## src/rtl/tree_root_sequencer.sv

```systemverilog
// tree_root_sequencer: walks the top node of a sort tree through reset, center
// fill, sort-axis configuration and sorting, buffering host center words in a
// small FIFO while idle.
// Optional feature: define TREE_ROOT_SEQUENCER_WATCHDOG_EN to enable a per-state
// watchdog that abandons a run stuck waiting on the node for TIMEOUT cycles.
module tree_root_sequencer #(
  parameter int DATA_W     = 24,
  parameter int CMD_W      = 5,
  parameter int FIFO_DEPTH = 16,
  parameter int TIMEOUT    = 4095
) (
  input  logic              clk,
  input  logic              rst,
  input  logic [DATA_W-1:0] center_in,
  input  logic              center_valid,
  output logic              center_ready,
  input  logic [1:0]        axis_in,
  input  logic              start,
  output logic [CMD_W-1:0]  command_to_node,
  output logic [DATA_W-1:0] data_to_node,
  input  logic [CMD_W-1:0]  command_from_node,
  input  logic [DATA_W-1:0] data_from_node,
  output logic              busy,
  output logic              done,
  output logic [DATA_W-1:0] root_center,
  output logic              underflow,
  output logic              timeout
);

  localparam logic [CMD_W-1:0] CMD_NOP        = CMD_W'(5'h00);
  localparam logic [CMD_W-1:0] CMD_RST        = CMD_W'(5'h1f);
  localparam logic [CMD_W-1:0] CMD_RST_DONE   = CMD_W'(5'h1e);
  localparam logic [CMD_W-1:0] CMD_FILL       = CMD_W'(5'h01);
  localparam logic [CMD_W-1:0] CMD_FILL_DONE  = CMD_W'(5'h05);
  localparam logic [CMD_W-1:0] CMD_CFG        = CMD_W'(5'h02);
  localparam logic [CMD_W-1:0] CMD_CFG_DONE   = CMD_W'(5'h07);
  localparam logic [CMD_W-1:0] CMD_SORT       = CMD_W'(5'h09);
  localparam logic [CMD_W-1:0] CMD_VALID_SORT = CMD_W'(5'h0f);

  localparam int PTR_W = $clog2(FIFO_DEPTH);
  localparam int CNT_W = PTR_W + 1;

  typedef enum logic [2:0] {
    S_IDLE, S_RST, S_FILL, S_GAP1, S_CFG, S_GAP2, S_SORT, S_DONE
  } state_t;

  state_t              r_state;
  logic [1:0]          r_axis;
  logic [CMD_W-1:0]    r_cmd;
  logic [DATA_W-1:0]   r_data;
  logic [DATA_W-1:0]   r_rootCenter;
  logic                r_busy;
  logic                r_done;
  logic                r_underflow;
  logic                r_timeout;

  logic [DATA_W-1:0]   r_fifo [FIFO_DEPTH];
  logic [PTR_W-1:0]    r_rdPtr;
  logic [PTR_W-1:0]    r_wrPtr;
  logic [CNT_W-1:0]    r_count;

  logic                w_empty;
  logic                w_full;
  logic                w_push;
  logic                w_fillStep;
  logic                w_pop;
  logic                w_flush;
  logic                w_wdFire;
  logic [DATA_W-1:0]   w_fillData;
  logic [DATA_W-1:0]   w_axisWord;

  assign w_empty      = (r_count == '0);
  assign w_full       = (r_count == CNT_W'(FIFO_DEPTH));
  assign center_ready = !w_full && (r_state == S_IDLE);
  assign w_push       = center_valid && center_ready;

  // A fill word goes out on the edge leaving RST and on every FILL edge that
  // does not see the node's fill acknowledgement.
  assign w_fillStep = !w_wdFire &&
                      (((r_state == S_RST)  && (command_from_node == CMD_RST_DONE)) ||
                       ((r_state == S_FILL) && (command_from_node != CMD_FILL_DONE)));
  assign w_pop      = w_fillStep && !w_empty;
  assign w_flush    = ((r_state == S_FILL) && (command_from_node == CMD_FILL_DONE)) || w_wdFire;
  assign w_fillData = w_empty ? '0 : r_fifo[r_rdPtr];
  assign w_axisWord = {{(DATA_W-2){1'b0}}, r_axis};

`ifdef TREE_ROOT_SEQUENCER_WATCHDOG_EN
  localparam int WD_W = $clog2(TIMEOUT + 1);

  logic [WD_W-1:0] r_wdCnt;
  logic            w_watched;
  logic            w_exit;

  // Identify the waiting states and the node answer that lets each one move on.
  always_comb begin
    w_watched = 1'b0;
    w_exit    = 1'b0;
    case (r_state)
      S_RST:  begin w_watched = 1'b1; w_exit = (command_from_node == CMD_RST_DONE);   end
      S_FILL: begin w_watched = 1'b1; w_exit = (command_from_node == CMD_FILL_DONE);  end
      S_CFG:  begin w_watched = 1'b1; w_exit = (command_from_node == CMD_CFG_DONE);   end
      S_SORT: begin w_watched = 1'b1; w_exit = (command_from_node == CMD_VALID_SORT); end
      default: ;
    endcase
  end

  assign w_wdFire = w_watched && !w_exit && (r_wdCnt >= WD_W'(TIMEOUT - 1));

  // Count cycles spent in the current waiting state; every state entry starts at zero.
  always_ff @(posedge clk) begin
    if (!rst) begin
      r_wdCnt <= '0;
    end else if (!w_watched || w_exit) begin
      r_wdCnt <= '0;
    end else begin
      r_wdCnt <= r_wdCnt + 1'b1;
    end
  end
`else
  // Without the watchdog the states wait on the node forever; TIMEOUT has no effect.
  assign w_wdFire = 1'b0 && (TIMEOUT > 0);
`endif

  // FIFO storage: written only while idle, so no reset is needed on the array.
  always_ff @(posedge clk) begin
    if (w_push) begin
      r_fifo[r_wrPtr] <= center_in;
    end
  end

  // FIFO pointers and occupancy; a flush discards whatever the run did not consume.
  always_ff @(posedge clk) begin
    if (!rst || w_flush) begin
      r_rdPtr <= '0;
      r_wrPtr <= '0;
      r_count <= '0;
    end else begin
      if (w_push) begin
        r_wrPtr <= r_wrPtr + 1'b1;
      end
      if (w_pop) begin
        r_rdPtr <= r_rdPtr + 1'b1;
      end
      if (w_push && !w_pop) begin
        r_count <= r_count + 1'b1;
      end else if (w_pop && !w_push) begin
        r_count <= r_count - 1'b1;
      end
    end
  end

  // Sequencer FSM; command/data registers hold what the node sees next cycle.
  always_ff @(posedge clk) begin
    if (!rst) begin
      r_state      <= S_IDLE;
      r_axis       <= '0;
      r_cmd        <= CMD_NOP;
      r_data       <= '0;
      r_rootCenter <= '0;
      r_busy       <= 1'b0;
      r_done       <= 1'b0;
      r_underflow  <= 1'b0;
      r_timeout    <= 1'b0;
    end else begin
      r_done <= 1'b0;
      if (w_wdFire) begin
        r_state   <= S_IDLE;
        r_cmd     <= CMD_NOP;
        r_data    <= '0;
        r_busy    <= 1'b0;
        r_timeout <= 1'b1;
      end else begin
        case (r_state)
          S_IDLE: begin
            r_cmd  <= CMD_NOP;
            r_data <= '0;
            r_busy <= 1'b0;
            if (start && !w_empty) begin
              r_state     <= S_RST;
              r_axis      <= axis_in;
              r_underflow <= 1'b0;
              r_timeout   <= 1'b0;
              r_cmd       <= CMD_RST;
              r_busy      <= 1'b1;
            end
          end
          S_RST: begin
            if (command_from_node == CMD_RST_DONE) begin
              r_state <= S_FILL;
              r_cmd   <= CMD_FILL;
              r_data  <= w_fillData;
              if (w_empty) begin
                r_underflow <= 1'b1;
              end
            end else begin
              r_cmd  <= CMD_RST;
              r_data <= '0;
            end
          end
          S_FILL: begin
            if (command_from_node == CMD_FILL_DONE) begin
              r_state <= S_GAP1;
              r_cmd   <= CMD_NOP;
              r_data  <= '0;
            end else begin
              r_cmd  <= CMD_FILL;
              r_data <= w_fillData;
              if (w_empty) begin
                r_underflow <= 1'b1;
              end
            end
          end
          S_GAP1: begin
            r_state <= S_CFG;
            r_cmd   <= CMD_CFG;
            r_data  <= w_axisWord;
          end
          S_CFG: begin
            if (command_from_node == CMD_CFG_DONE) begin
              r_state <= S_GAP2;
              r_cmd   <= CMD_NOP;
              r_data  <= '0;
            end else begin
              r_cmd  <= CMD_CFG;
              r_data <= w_axisWord;
            end
          end
          S_GAP2: begin
            r_state <= S_SORT;
            r_cmd   <= CMD_SORT;
            r_data  <= w_axisWord;
          end
          S_SORT: begin
            if (command_from_node == CMD_VALID_SORT) begin
              r_state      <= S_DONE;
              r_rootCenter <= data_from_node;
              r_cmd        <= CMD_NOP;
              r_data       <= '0;
              r_done       <= 1'b1;
            end else begin
              r_cmd  <= CMD_SORT;
              r_data <= w_axisWord;
            end
          end
          S_DONE: begin
            r_state <= S_IDLE;
            r_cmd   <= CMD_NOP;
            r_data  <= '0;
            r_busy  <= 1'b0;
          end
          default: begin
            r_state <= S_IDLE;
            r_cmd   <= CMD_NOP;
            r_data  <= '0;
            r_busy  <= 1'b0;
          end
        endcase
      end
    end
  end

  assign command_to_node = r_cmd;
  assign data_to_node    = r_data;
  assign root_center     = r_rootCenter;
  assign busy            = r_busy;
  assign done            = r_done;
  assign underflow       = r_underflow;
  assign timeout         = r_timeout;

endmodule

```

## config.mk

```make
export PLATFORM = sky130hd
export DESIGN_NAME = tree_root_sequencer
export DESIGN_NICKNAME = d
export VERILOG_FILES = /design/src/rtl/tree_root_sequencer.sv
export SDC_FILE = /design/constraint.sdc
export NUM_CORES = 1
export LEC_CHECK = 0
export ABC_AREA = 0
export ABC_CLOCK_PERIOD_IN_PS = 4530
export BUFFER_PORTS_ARGS = -buffer_cell sky130_fd_sc_hd__buf_4
export CAP_MARGIN = 20
export CORE_MARGIN = 1
export CORE_UTILIZATION = 60
export DETAILED_ROUTE_END_ITERATION = 16
export PLACE_DENSITY = 0.86
export SLEW_MARGIN = 20
export SYNTH_ARGS = -nofsm -noshare
export SYNTH_HDL_FRONTEND = slang
export SYNTH_SLANG_ARGS = --single-unit
```

## constraint.sdc

```tcl
create_clock -name clk -period 4.53 [get_ports clk]
set_clock_uncertainty 0.15 [all_clocks]
set_input_delay 0.6795 -clock clk [delete_from_list [all_inputs] [get_ports clk]]
set_output_delay 0.6795 -clock clk [all_outputs]
set_load 0.05 [all_outputs]
```

== After elaboration in Yosys (flattened, before gate mapping) ==
Memories as Yosys holds them, arrays and structs flattened. A register that Yosys moved wholly into a read port is not among the register bits.
Cells that the tools add are included.

* Flip-flop bits (word level): 74
* RAM bits: 384
* Bits of input ports: 59
* Output and inout bits: 58
* Logic and storage cells: 95
* Memories: 1

* Add/subtract/negate cells: 4
* Eq/ne operators: 19
* Muxes and demuxes: 32
* Reduce and logical (&&, ||, !) cells: 28

{| class="wikitable"
|+ Memories
! memory !! words !! bits a word !! rd ports !! clocked after Yosys merged registers in !! write ports !! line !! RTL
|-
| r_fifo || 16 || 24 || 1 || 1 || 1 || 57 || <nowiki>logic [DATA_W-1:0] r_fifo [FIFO_DEPTH];</nowiki>
|}

{| class="wikitable"
|+ Operator list
! operator !! number
|-
| 24-bit one-hot mux with 6 select lines || 1
|-
| 24-bit two-way mux || 3
|-
| 5-bit one-hot mux with 8 select lines || 1
|-
| 3-bit one-hot mux with 8 select lines || 1
|-
| 5-bit two-way mux || 4
|-
| 3-bit two-way mux || 5
|-
| 3-bit equality test, second input constant || 4
|-
| 4-bit two-way mux || 3
|-
| 5-bit by 3-bit equality test with 1-bit output, second input constant || 2
|-
| 5-bit equality test, second input constant || 2
|-
| 1-bit logical AND || 9
|-
| 1-bit two-way mux || 9
|-
| 4-bit by 1-bit adder with 4-bit output, second input constant || 2
|-
| 3-bit by 2-bit equality test with 1-bit output, second input constant || 2
|-
| 2-bit two-way mux || 3
|-
| 2-bit by 1-bit inequality test with 1-bit output, second input constant || 3
|-
| 2-bit inequality test, second input constant || 3
|-
| 2-bit AND reduction || 3
|-
| 5-bit by 1-bit adder with 5-bit output, second input constant || 1
|-
| 5-bit by 4-bit equality test with 1-bit output, second input constant || 1
|-
| 1-bit logical NOT || 5
|-
| 5-bit logical NOT || 1
|-
| 5-bit by 3-bit inequality test with 1-bit output, second input constant || 1
|-
| 5-bit AND reduction || 1
|-
| other kinds (10) || 13
|}

== Logic depth before layout (Yosys ltp) ==
Gate-level depths: netlist (run 1).

* Depth in word-level cells: 8
* Depth in mapped cells: 12
* Depth with buffers taken out: 12

== Worst setup path after synthesis (run 1) ==
Ideal clock, no wire load.

* Path type: register to register
* Start point: register r_state[2]
* End point: memory r_fifo[0][0] (enable)
* Setup time: 0.435 ns
* Data arrival time: 2.949 ns
* Data required time: 3.945 ns
* Path slack: 0.996 ns
* Cell stages (with the launch flop): 5
* Buffers on the path: 0
* Clock period less this slack: 3.534 ns
* Path through: dfxtp_1 -> or3_4 -> a211oi_4 -> nand2_1 -> nor3_1

* Cells in the longest elaborated chain, start to end: 5

{| class="wikitable"
|+ RTL lines
! what !! line !! RTL
|-
| start, declared || 47 || <nowiki>state_t r_state;</nowiki>
|-
| start signal, assigned || 155 || <nowiki>r_state <= S_IDLE;</nowiki>
|-
| start signal, assigned || 167 || <nowiki>r_state <= S_IDLE;</nowiki>
|-
| start signal, assigned || 179 || <nowiki>r_state <= S_RST;</nowiki>
|-
| 3-bit logical NOT || 74 || <nowiki>assign center_ready = !w_full && (r_state == S_IDLE);</nowiki>
|-
| 1-bit logical AND || 74 ||
|-
| 1-bit logical AND || 75 || <nowiki>assign w_push = center_valid && center_ready;</nowiki>
|-
| named net w_push || 64 || <nowiki>logic w_push;</nowiki>
|-
| 1-bit two-way mux || 126 || <nowiki>if (w_push) begin</nowiki>
|-
| 1-bit two-way mux (not written as such) || 127 || <nowiki>r_fifo[r_wrPtr] <= center_in;</nowiki>
|-
| end, declared || 57 ||
|}

The timed path passes the listed nets, and every way through them passes these cells.

== Worst setup path in the final report (run 1) ==
* Start point: register r_state[0]
* End point: register r_count[4]

* Cells in the longest elaborated chain, start to end: 7
* Elaborated cells on any way between the ends: 17
* Those cells by class: 2 x eq/ne; 1 x mux; 14 x reduce/logical

{| class="wikitable"
|+ RTL lines
! what !! line !! RTL
|-
| 3-bit by 1-bit equality test with 1-bit output / 3-bit by 2-bit equality test with 1-bit output (equally long branches) || 80, 81, 83 ||
|-
| 1-bit logical AND (on tied branches) || 80, 81 ||
|-
| 1-bit logical OR || 80 || <nowiki>(((r_state == S_RST) && (command_from_node == CMD_RST_DONE)) ||</nowiki>
|-
| 1-bit logical AND || 82 || <nowiki>assign w_pop = w_fillStep && !w_empty;</nowiki>
|-
| 1-bit logical NOT || 144 || <nowiki>if (w_push && !w_pop) begin</nowiki>
|-
| 1-bit logical AND || 144 ||
|-
| 5-bit two-way mux / 2-bit nonzero test (equally long branches) || n/a ||
|-
| end signal, assigned || 145 || <nowiki>r_count <= r_count + 1'b1;</nowiki>
|-
| end signal, assigned || 147 || <nowiki>r_count <= r_count - 1'b1;</nowiki>
|-
| end, declared || 60 || <nowiki>logic [CNT_W-1:0] r_count;</nowiki>
|}

Several ways; a longest one is shown, not always the timed one.
A chain may end at the register's enable or synchronous reset.

==> flow_metrics.env, run 1 <==
export IMPL_outcome="completed"
export IMPL_routed_wirelength_um=39700
export IMPL_synth_cell_area_um2=17600
export IMPL_finalHoldViolCount=0
export IMPL_yosys_area_share_xor_xnor_pct=0.449
export IMPL_placeableCoreArea_um2=28800
export IMPL_critical_path_peak_fanout=13
export IMPL_synth_top_family_by_area="multiplexers"
export IMPL_hold_slack_ns=0.230
export IMPL_post_route_min_period_ns=3.44
export IMPL_slew_viol_final=0
export IMPL_die_y_um=173
export IMPL_cts_tree="built"
export IMPL_fill_cells=1673
export IMPL_fin_area_um2=20400
export IMPL_synth_simple_gate_area_share_pct=4.26
export IMPL_power_density_nw_per_um2=475
export IMPL_worst_hold_check_path_type="input port to flop"
export IMPL_setup_tns_final_ns=0
export IMPL_synth_area_leader_cell="sky130_fd_sc_hd__edfxtp_1"
export IMPL_via_count_normalized_by_instance_count=6.37
export IMPL_netSwitchingFraction_pct=23.8
export IMPL_sequentialPowerShare_pct=50.5
export IMPL_p_clk_share_pct=38.9
export IMPL_total_switching_power_mw=2.31
export IMPL_detail_route_first_pass_iterations=5
export IMPL_post_cts_resized=0
export IMPL_overflow=0
export IMPL_cap_viol_max_count=0
export IMPL_globalRouteTotalUtil_pct=27.0
export IMPL_io_pins=117
export IMPL_synthMuxAreaShare_pct=14.3
export IMPL_actual_transition_at_the_worst_max_transition_pin_ns=1.01
export IMPL_synth_cells=942
export IMPL_cp_start_kind="flop"
export IMPL_setup_viol=0
export IMPL_yosys_area_share_adder_pct=0.826
export IMPL_synth_main_ff_cell="sky130_fd_sc_hd__edfxtp_1"
export IMPL_nets=1144
export IMPL_fin_crit_share_pct=75.9
export IMPL_cts_buffers_inserted=44
export IMPL_synth_edff_count=384
export IMPL_drtAntennaViolNets=0
export IMPL_clkSlewWorstSetupHoldPaths_ns=0.06
export IMPL_standard_cell_area_after_detailed_placement_um2=18900
export IMPL_yosys_area_top_type_share_pct=65.6
export IMPL_fin_ws_ns=1.09
export IMPL_post_cts_repair_setup_buffers=0
export IMPL_synth_seq_cells=461
export IMPL_final_layout_size_suffix_gt1_share_pct=30.5
export IMPL_flow_area_growth_from_synthesis_pct=16.2
export IMPL_grt_antenna_before_repair=2
export IMPL_synth_most_common_cell="sky130_fd_sc_hd__edfxtp_1"
export IMPL_sink_count_of_the_clock_tree=461
export IMPL_clkLatencyLatePin_ns=0.54
export IMPL_yosys_warnings=0
export IMPL_row_count=62
export IMPL_worst_endpoint_required_ns=4.84
export IMPL_placement_setup_worst_slack_ns=1.12
export IMPL_max_slew_margin_pct=32.6
export IMPL_p_int_mw=7.40
export IMPL_synth_sequential_area_ratio_pct=74.4
export IMPL_synth_async_sr_flop_share_pct=0
export IMPL_io_buffer_count=115
export IMPL_cts_hold_buffers_added=0
export IMPL_synth_cell_type_count=52
export IMPL_netlist_top_cells_area="sky130_fd_sc_hd__edfxtp_1, sky130_fd_sc_hd__mux4_2, sky130_fd_sc_hd__dfxtp_1"
export IMPL_detail_route_iter0_violations=1171
export IMPL_initial_utilization_pct=61.1
export IMPL_wl_per_cell_um=26.6
export IMPL_final_instance_count_excl_fill=1495
export IMPL_post_synth_cell_area_avg_um2=18.7
export IMPL_routed_via_count=9524
export IMPL_ir_worst_vdd_v=0.000346
export IMPL_grt_setup_unrepaired="false"
export IMPL_power_share_combinational_pct=10.7
export IMPL_cts_htree_levels=2
export IMPL_synth_nets=1012
export IMPL_grt_max_degree=72
export IMPL_design_die_area_um2=30000
export IMPL_gp_congestion=0.849
export IMPL_synth_compound_area_share_pct=4.05
export IMPL_crit_path_capture_type="flop"
export IMPL_ys_top_cells_by_count="sky130_fd_sc_hd__edfxtp_1, sky130_fd_sc_hd__mux4_2, sky130_fd_sc_hd__dfxtp_1, sky130_fd_sc_hd__nand2_1, sky130_fd_sc_hd__a211oi_1"
export IMPL_numPlacedInstances=1412
export IMPL_detail_route_drc_violations=0
export IMPL_p_total_mw=9.71
export IMPL_grt_first_pass_wirelength_um=59600
export IMPL_static_leakage_power_nw=6.70
export IMPL_classification_of_the_worst_setup_path="flop to flop"
export IMPL_post_dp_hpwl_um=21500
export IMPL_die_width_um=173
export IMPL_grt_pass1_vias=9739
export IMPL_fmax_mhz=291
export IMPL_maximum_clock_insertion_buffer_count=3
export IMPL_worstPathArrival_ns=3.75
export IMPL_clockRootBuffer="sky130_fd_sc_hd__clkbuf_16"
export IMPL_postLayoutCoreUtil_pct=70.9
power by group through the flow:
stage	clock, mW	sequential, mW	combinational [mW]
6_report	3.77	4.90	1.04
5_1_grt	3.98	4.92	1.11
4_1_cts	3.80	4.90	1.03
3_5_place_dp	0	4.98	1.02
3_3_place_gp	0	4.97	0.971
2_1_floorplan	0	5.02	0.631
kinds of logic (layout without fill, tap and decap cells):
kind of cell,Yosys count,in the layout
AO/OA/AOI/OAI,107,107
adder cells (fa/ha/maj),11,11
XOR/XNOR,9,9
multiplexers,130,130
AND/OR/NAND/NOR,159,159
other,1,2
flip-flops,461,461
buffers and inverters,64,232
metal layers:
layer / vias to the layer above / share of wire, % / track usage, %
li1: 3992 / - / -
met2: 602 / 52 / 46.1
met1: 4818 / 36 / 34.3
met4: 2 / 3.7 / 10.8
met3: 110 / 8.7 / 5.10
met5: - / 0.023 / 0
final timing paths:
| path | to | slack (ns) | cells past startpoint | from |
|---|---|---|---|---|
| setup / recovery | r_count[4] | 1.09 | 12 | r_state[0] |
| hold / removal | root_center[1] | 0.23 | 3 | data_from_node[1] |
| setup reg to reg | r_count[4] | 1.09 | 12 | r_state[0] |
| hold reg to reg | root_center[18] | 0.30 | 2 | root_center[18] |
sequential cells by signal, indices dropped and copies added, names as in the netlist, named ones only:
name             cells
r_fifo             384
r_rdPtr              4
root_center         24
underflow            1
command_to_node      4
r_axis               2
busy                 1
done                 1
r_state              3
r_count              5
data_to_node        24
r_wrPtr              4
worst max-delay path, cell delays in order, from the launching register on:
cell	delay, ns
sky130_fd_sc_hd__dfxtp_1	0.60
sky130_fd_sc_hd__nor2b_1	0.31
sky130_fd_sc_hd__nand4b_1	0.25
sky130_fd_sc_hd__a21oi_4	0.31
sky130_fd_sc_hd__inv_1	0.08
sky130_fd_sc_hd__ha_1	0.23
sky130_fd_sc_hd__inv_1	0.14
sky130_fd_sc_hd__ha_1	0.27
sky130_fd_sc_hd__nor2b_1	0.14
sky130_fd_sc_hd__o21a_1	0.17
sky130_fd_sc_hd__or3_1	0.31
sky130_fd_sc_hd__a21oi_1	0.19
sky130_fd_sc_hd__mux2i_1	0.19
cells in the final DEF, fill, tap and decap left out, types with 3 or more instances in the layout:
cell / instances
sky130_fd_sc_hd__clkbuf_8: 6
sky130_fd_sc_hd__clkinv_4: 3
sky130_fd_sc_hd__nand2b_1: 3
sky130_fd_sc_hd__mux2i_1: 32
sky130_fd_sc_hd__a21oi_1: 37
sky130_fd_sc_hd__clkbuf_1: 8
sky130_fd_sc_hd__nand2_1: 65
sky130_fd_sc_hd__xor2_1: 6
sky130_fd_sc_hd__clkbuf_16: 46
sky130_fd_sc_hd__mux4_2: 96
sky130_fd_sc_hd__dfxtp_4: 4
sky130_fd_sc_hd__o21ai_1: 4
sky130_fd_sc_hd__nor3_2: 4
sky130_fd_sc_hd__a211oi_1: 46
sky130_fd_sc_hd__ha_1: 10
sky130_fd_sc_hd__clkinv_1: 5
sky130_fd_sc_hd__xnor2_1: 3
sky130_fd_sc_hd__nor2_2: 12
sky130_fd_sc_hd__o21ai_0: 6
sky130_fd_sc_hd__bufinv_16: 4
sky130_fd_sc_hd__dfxtp_1: 73
sky130_fd_sc_hd__buf_4: 139
sky130_fd_sc_hd__nor2_1: 27
sky130_fd_sc_hd__or2_2: 5
sky130_fd_sc_hd__inv_1: 9
sky130_fd_sc_hd__clkinv_2: 8
sky130_fd_sc_hd__nor2b_1: 24
sky130_fd_sc_hd__edfxtp_1: 384
cell type report:
cell class,instances,area (um2),share of cell area [%]
inverters,10,37.5,0.184
multi-input cells,417,4250,20.8
well taps,384,480,2.35
clock inverters,22,231,1.13
repair buffers,140,1060,5.21
diodes,1,2.50,0.0123
flip-flops and latches,461,13100,64.1
clock buffers,60,1260,6.19
Note: power is estimated with default switching activity, not from simulation.
==> run 2, diff against run 1 <==
--- a/config.mk
+++ b/config.mk
@@ -6,13 +6,13 @@
 export NUM_CORES = 1
 export LEC_CHECK = 0
 export ABC_AREA = 0
-export ABC_CLOCK_PERIOD_IN_PS = 4530
+export ABC_CLOCK_PERIOD_IN_PS = 3000
 export BUFFER_PORTS_ARGS = -buffer_cell sky130_fd_sc_hd__buf_4
 export CAP_MARGIN = 20
 export CORE_MARGIN = 1
-export CORE_UTILIZATION = 60
+export CORE_UTILIZATION = 54
 export DETAILED_ROUTE_END_ITERATION = 16
-export PLACE_DENSITY = 0.86
+export PLACE_DENSITY = 0.82
 export SLEW_MARGIN = 20
 export SYNTH_ARGS = -nofsm -noshare
 export SYNTH_HDL_FRONTEND = slang
==> constraint.sdc (replaced) <==
create_clock -name clk -period 3 [get_ports clk]
set_clock_uncertainty 0.15 [all_clocks]
set_input_delay 0.45 -clock clk [delete_from_list [all_inputs] [get_ports clk]]
set_output_delay 0.45 -clock clk [all_outputs]
set_load 0.05 [all_outputs]
==> run 2 against run 1 <==
- global-route usage down 3.9 points
- combinational power up 62%
- die area up 11%
- clock-buffer cell count down 2
- critical endpoint unchanged
- non-clock buffer count up 34
- critical path depth unchanged
- largest cell class unchanged
- utilization down 5.2 points
==> flow_metrics.env, run 2 (synthesized netlist as in run 1, its figures left out) <==
export IMPL_registers_top_by_ff_count="r_fifo"
export IMPL_max_slew_margin_pct=60.1
export IMPL_hp_start="data_from_node[23]"
export IMPL_die_width_um=182
export IMPL_numPlacedInstances=1495
export IMPL_die_y_um=182
export IMPL_clkSlewWorstSetupHoldPaths_ns=0.06
export IMPL_clockRootBuffer="sky130_fd_sc_hd__clkbuf_16"
export IMPL_critical_path_top_delay_family="simple AND/OR/NAND/NOR gates"
export IMPL_io_buffer_count=115
export IMPL_detail_route_first_pass_iterations=5
export IMPL_worst_hold_check_path_type="input port to flop"
export IMPL_static_leakage_power_nw=6.89
export IMPL_cts_buffers_inserted=46
export IMPL_r2r_end="r_count[4]"
export IMPL_grt_antenna_before_repair=1
export IMPL_worst_endpoint_required_ns=3.31
export IMPL_placement_setup_worst_slack_ns=-0.00138
export IMPL_globalRouteTotalUtil_pct=23.1
export IMPL_whs_endpoint="root_center[23]"
export IMPL_grt_first_pass_wirelength_um=56800
export IMPL_ir_worst_vdd_v=0.000603
export IMPL_placeableCoreArea_um2=31800
export IMPL_critical_path_cell_chain="or4_4, o21ai_4, a21oi_4, inv_1, ha_1, inv_2, ha_1, nor2b_1, o21a_1, or3_1, a21oi_2, mux2i_1"
export IMPL_final_instance_count_excl_fill=1582
export IMPL_critical_path_max_stage_delay_ns=0.54
export IMPL_io_pins=117
export IMPL_crit_path_capture_type="flop"
export IMPL_row_count=65
export IMPL_reg2reg_slack_ns=0.12
export IMPL_largest_reg_flops=384
export IMPL_actual_transition_at_the_worst_max_transition_pin_ns=0.598
export IMPL_fin_ws_ns=0.125
export IMPL_grt_max_degree=51
export IMPL_sink_count_of_the_clock_tree=461
export IMPL_classification_of_the_worst_setup_path="flop to flop"
export IMPL_fmax_mhz=348
export IMPL_setup_viol=0
export IMPL_flow_area_growth_from_synthesis_pct=18.9
export IMPL_worstPathArrival_ns=3.19
export IMPL_fill_cells=2046
export IMPL_timing_critical_path_mode_cell="sky130_fd_sc_hd__ha_1"
export IMPL_clkLatencyLatePin_ns=0.55
export IMPL_cp_num_buf_inv=2
export IMPL_outcome="completed"
export IMPL_cp_start_kind="flop"
export IMPL_slew_viol_final=0
export IMPL_design_die_area_um2=33300
export IMPL_wl_per_cell_um=23.7
export IMPL_post_dp_hpwl_um=20900
export IMPL_slowest_stage="sky130_fd_sc_hd__or4_4"
export IMPL_power_density_nw_per_um2=713
export IMPL_cap_viol_max_count=0
export IMPL_hold_path_depth=3
export IMPL_critical_path_peak_fanout=5
export IMPL_nets=1180
export IMPL_grt_pass1_vias=9614
export IMPL_crit_start="r_count[1]"
export IMPL_final_layout_size_suffix_gt1_share_pct=33.0
export IMPL_overflow=0
export IMPL_cts_tree="built"
export IMPL_layout_commonest_cell="sky130_fd_sc_hd__edfxtp_1"
export IMPL_via_count_normalized_by_instance_count=5.95
export IMPL_fin_crit_share_pct=95.8
export IMPL_detail_route_drc_violations=0
export IMPL_initial_utilization_pct=55.3
export IMPL_drtAntennaViolNets=0
export IMPL_finalHoldViolCount=0
export IMPL_gp_congestion=0.832
export IMPL_most_frequent_cells_in_the_layout="sky130_fd_sc_hd__edfxtp_1, sky130_fd_sc_hd__buf_4, sky130_fd_sc_hd__mux4_2"
export IMPL_reg2reg_depth=12
export IMPL_detail_route_iter0_violations=917
export IMPL_maximum_clock_insertion_buffer_count=3
export IMPL_routed_wirelength_um=37500
export IMPL_post_route_min_period_ns=2.88
export IMPL_routed_via_count=9412
export IMPL_cts_htree_levels=2
export IMPL_crit_reg2reg_launch="r_count[1]"
run 2: final cells by class:
| type | count | area, um2 | share of cell area, % |
|---|---|---|---|
| Sequential cell | 461 | 13100 | 62.6 |
| Multi-Input combinational cell | 417 | 4300 | 20.6 |
| Timing Repair Buffer | 174 | 1370 | 6.58 |
| Clock buffer | 58 | 1260 | 6.02 |
| Tap cell | 435 | 544 | 2.61 |
| Clock inverter | 26 | 293 | 1.40 |
| Inverter | 10 | 37.5 | 0.180 |
| Antenna cell | 1 | 2.50 | 0.0120 |
run 2: what timing repair did:
action	in CTS	in global routing
endpoints found under the hold margin	2	0
resized for setup	1	7
endpoints found under the setup margin	1	1
hold buffers	2	0
buffers inserted	0	0
pin swaps	0	1
run 2: layer usage:
metal | part of all wire (%) | wire length [um] | vias up | GRT usage, %
li1 | - | - | 4068 | -
met1 | 38 | 14200 | 4816 | 30.1
met2 | 53 | 19700 | 434 | 39.8
met3 | 6.9 | 2580 | 94 | 3.57
met4 | 2.7 | 1020 | 0 | 7.97
met5 | 0 | 0 | - | 0
run 2: worst max path at each step:
stage | to | slack, ns | cells past startpoint
finish | r_count[4] | 0.12 | 12
global route | r_count[4] | -0.00007 | 12
CTS | r_count[4] | 0.007 | 12
detailed placement | r_count[4] | -0.001 | 12
global placement | r_count[4] | 0.05 | 12
floorplan | r_count[4] | 0.08 | 12
run 2: worst min-delay path, delay by kind of cell:
kind / cells / cell delay, ns
and+or+nand+nor: 1 / 0.04
AOI/OAI and AO/OA: 1 / 0.05
buffers and inverters: 1 / 0.11
run 2: power breakdown:
part	switching (mW)	internal (mW)	leakage (nW)
Sequential	0.146	7.24	4.09
Clock	2.34	3.49	0.763
Combinational	0.964	0.714	2.04
Total	3.45	11.4	6.89
run 2: metrics by stage:
stage	instance area [um2]	TNS (ns)	total power, mW	util [%]	hold WS [ns]
detailed placement	19300	-0.00138	9.12	60.7	0.297
global placement	19300	0	9.05	60.7	0.293
floorplan	17600	0	8.54	-	0.282
global route	20900	-0.0000708	15.3	65.7	0.0116
CTS	20900	0	14.9	65.6	0.00201
finish	20900	0	14.9	65.7	0.00568
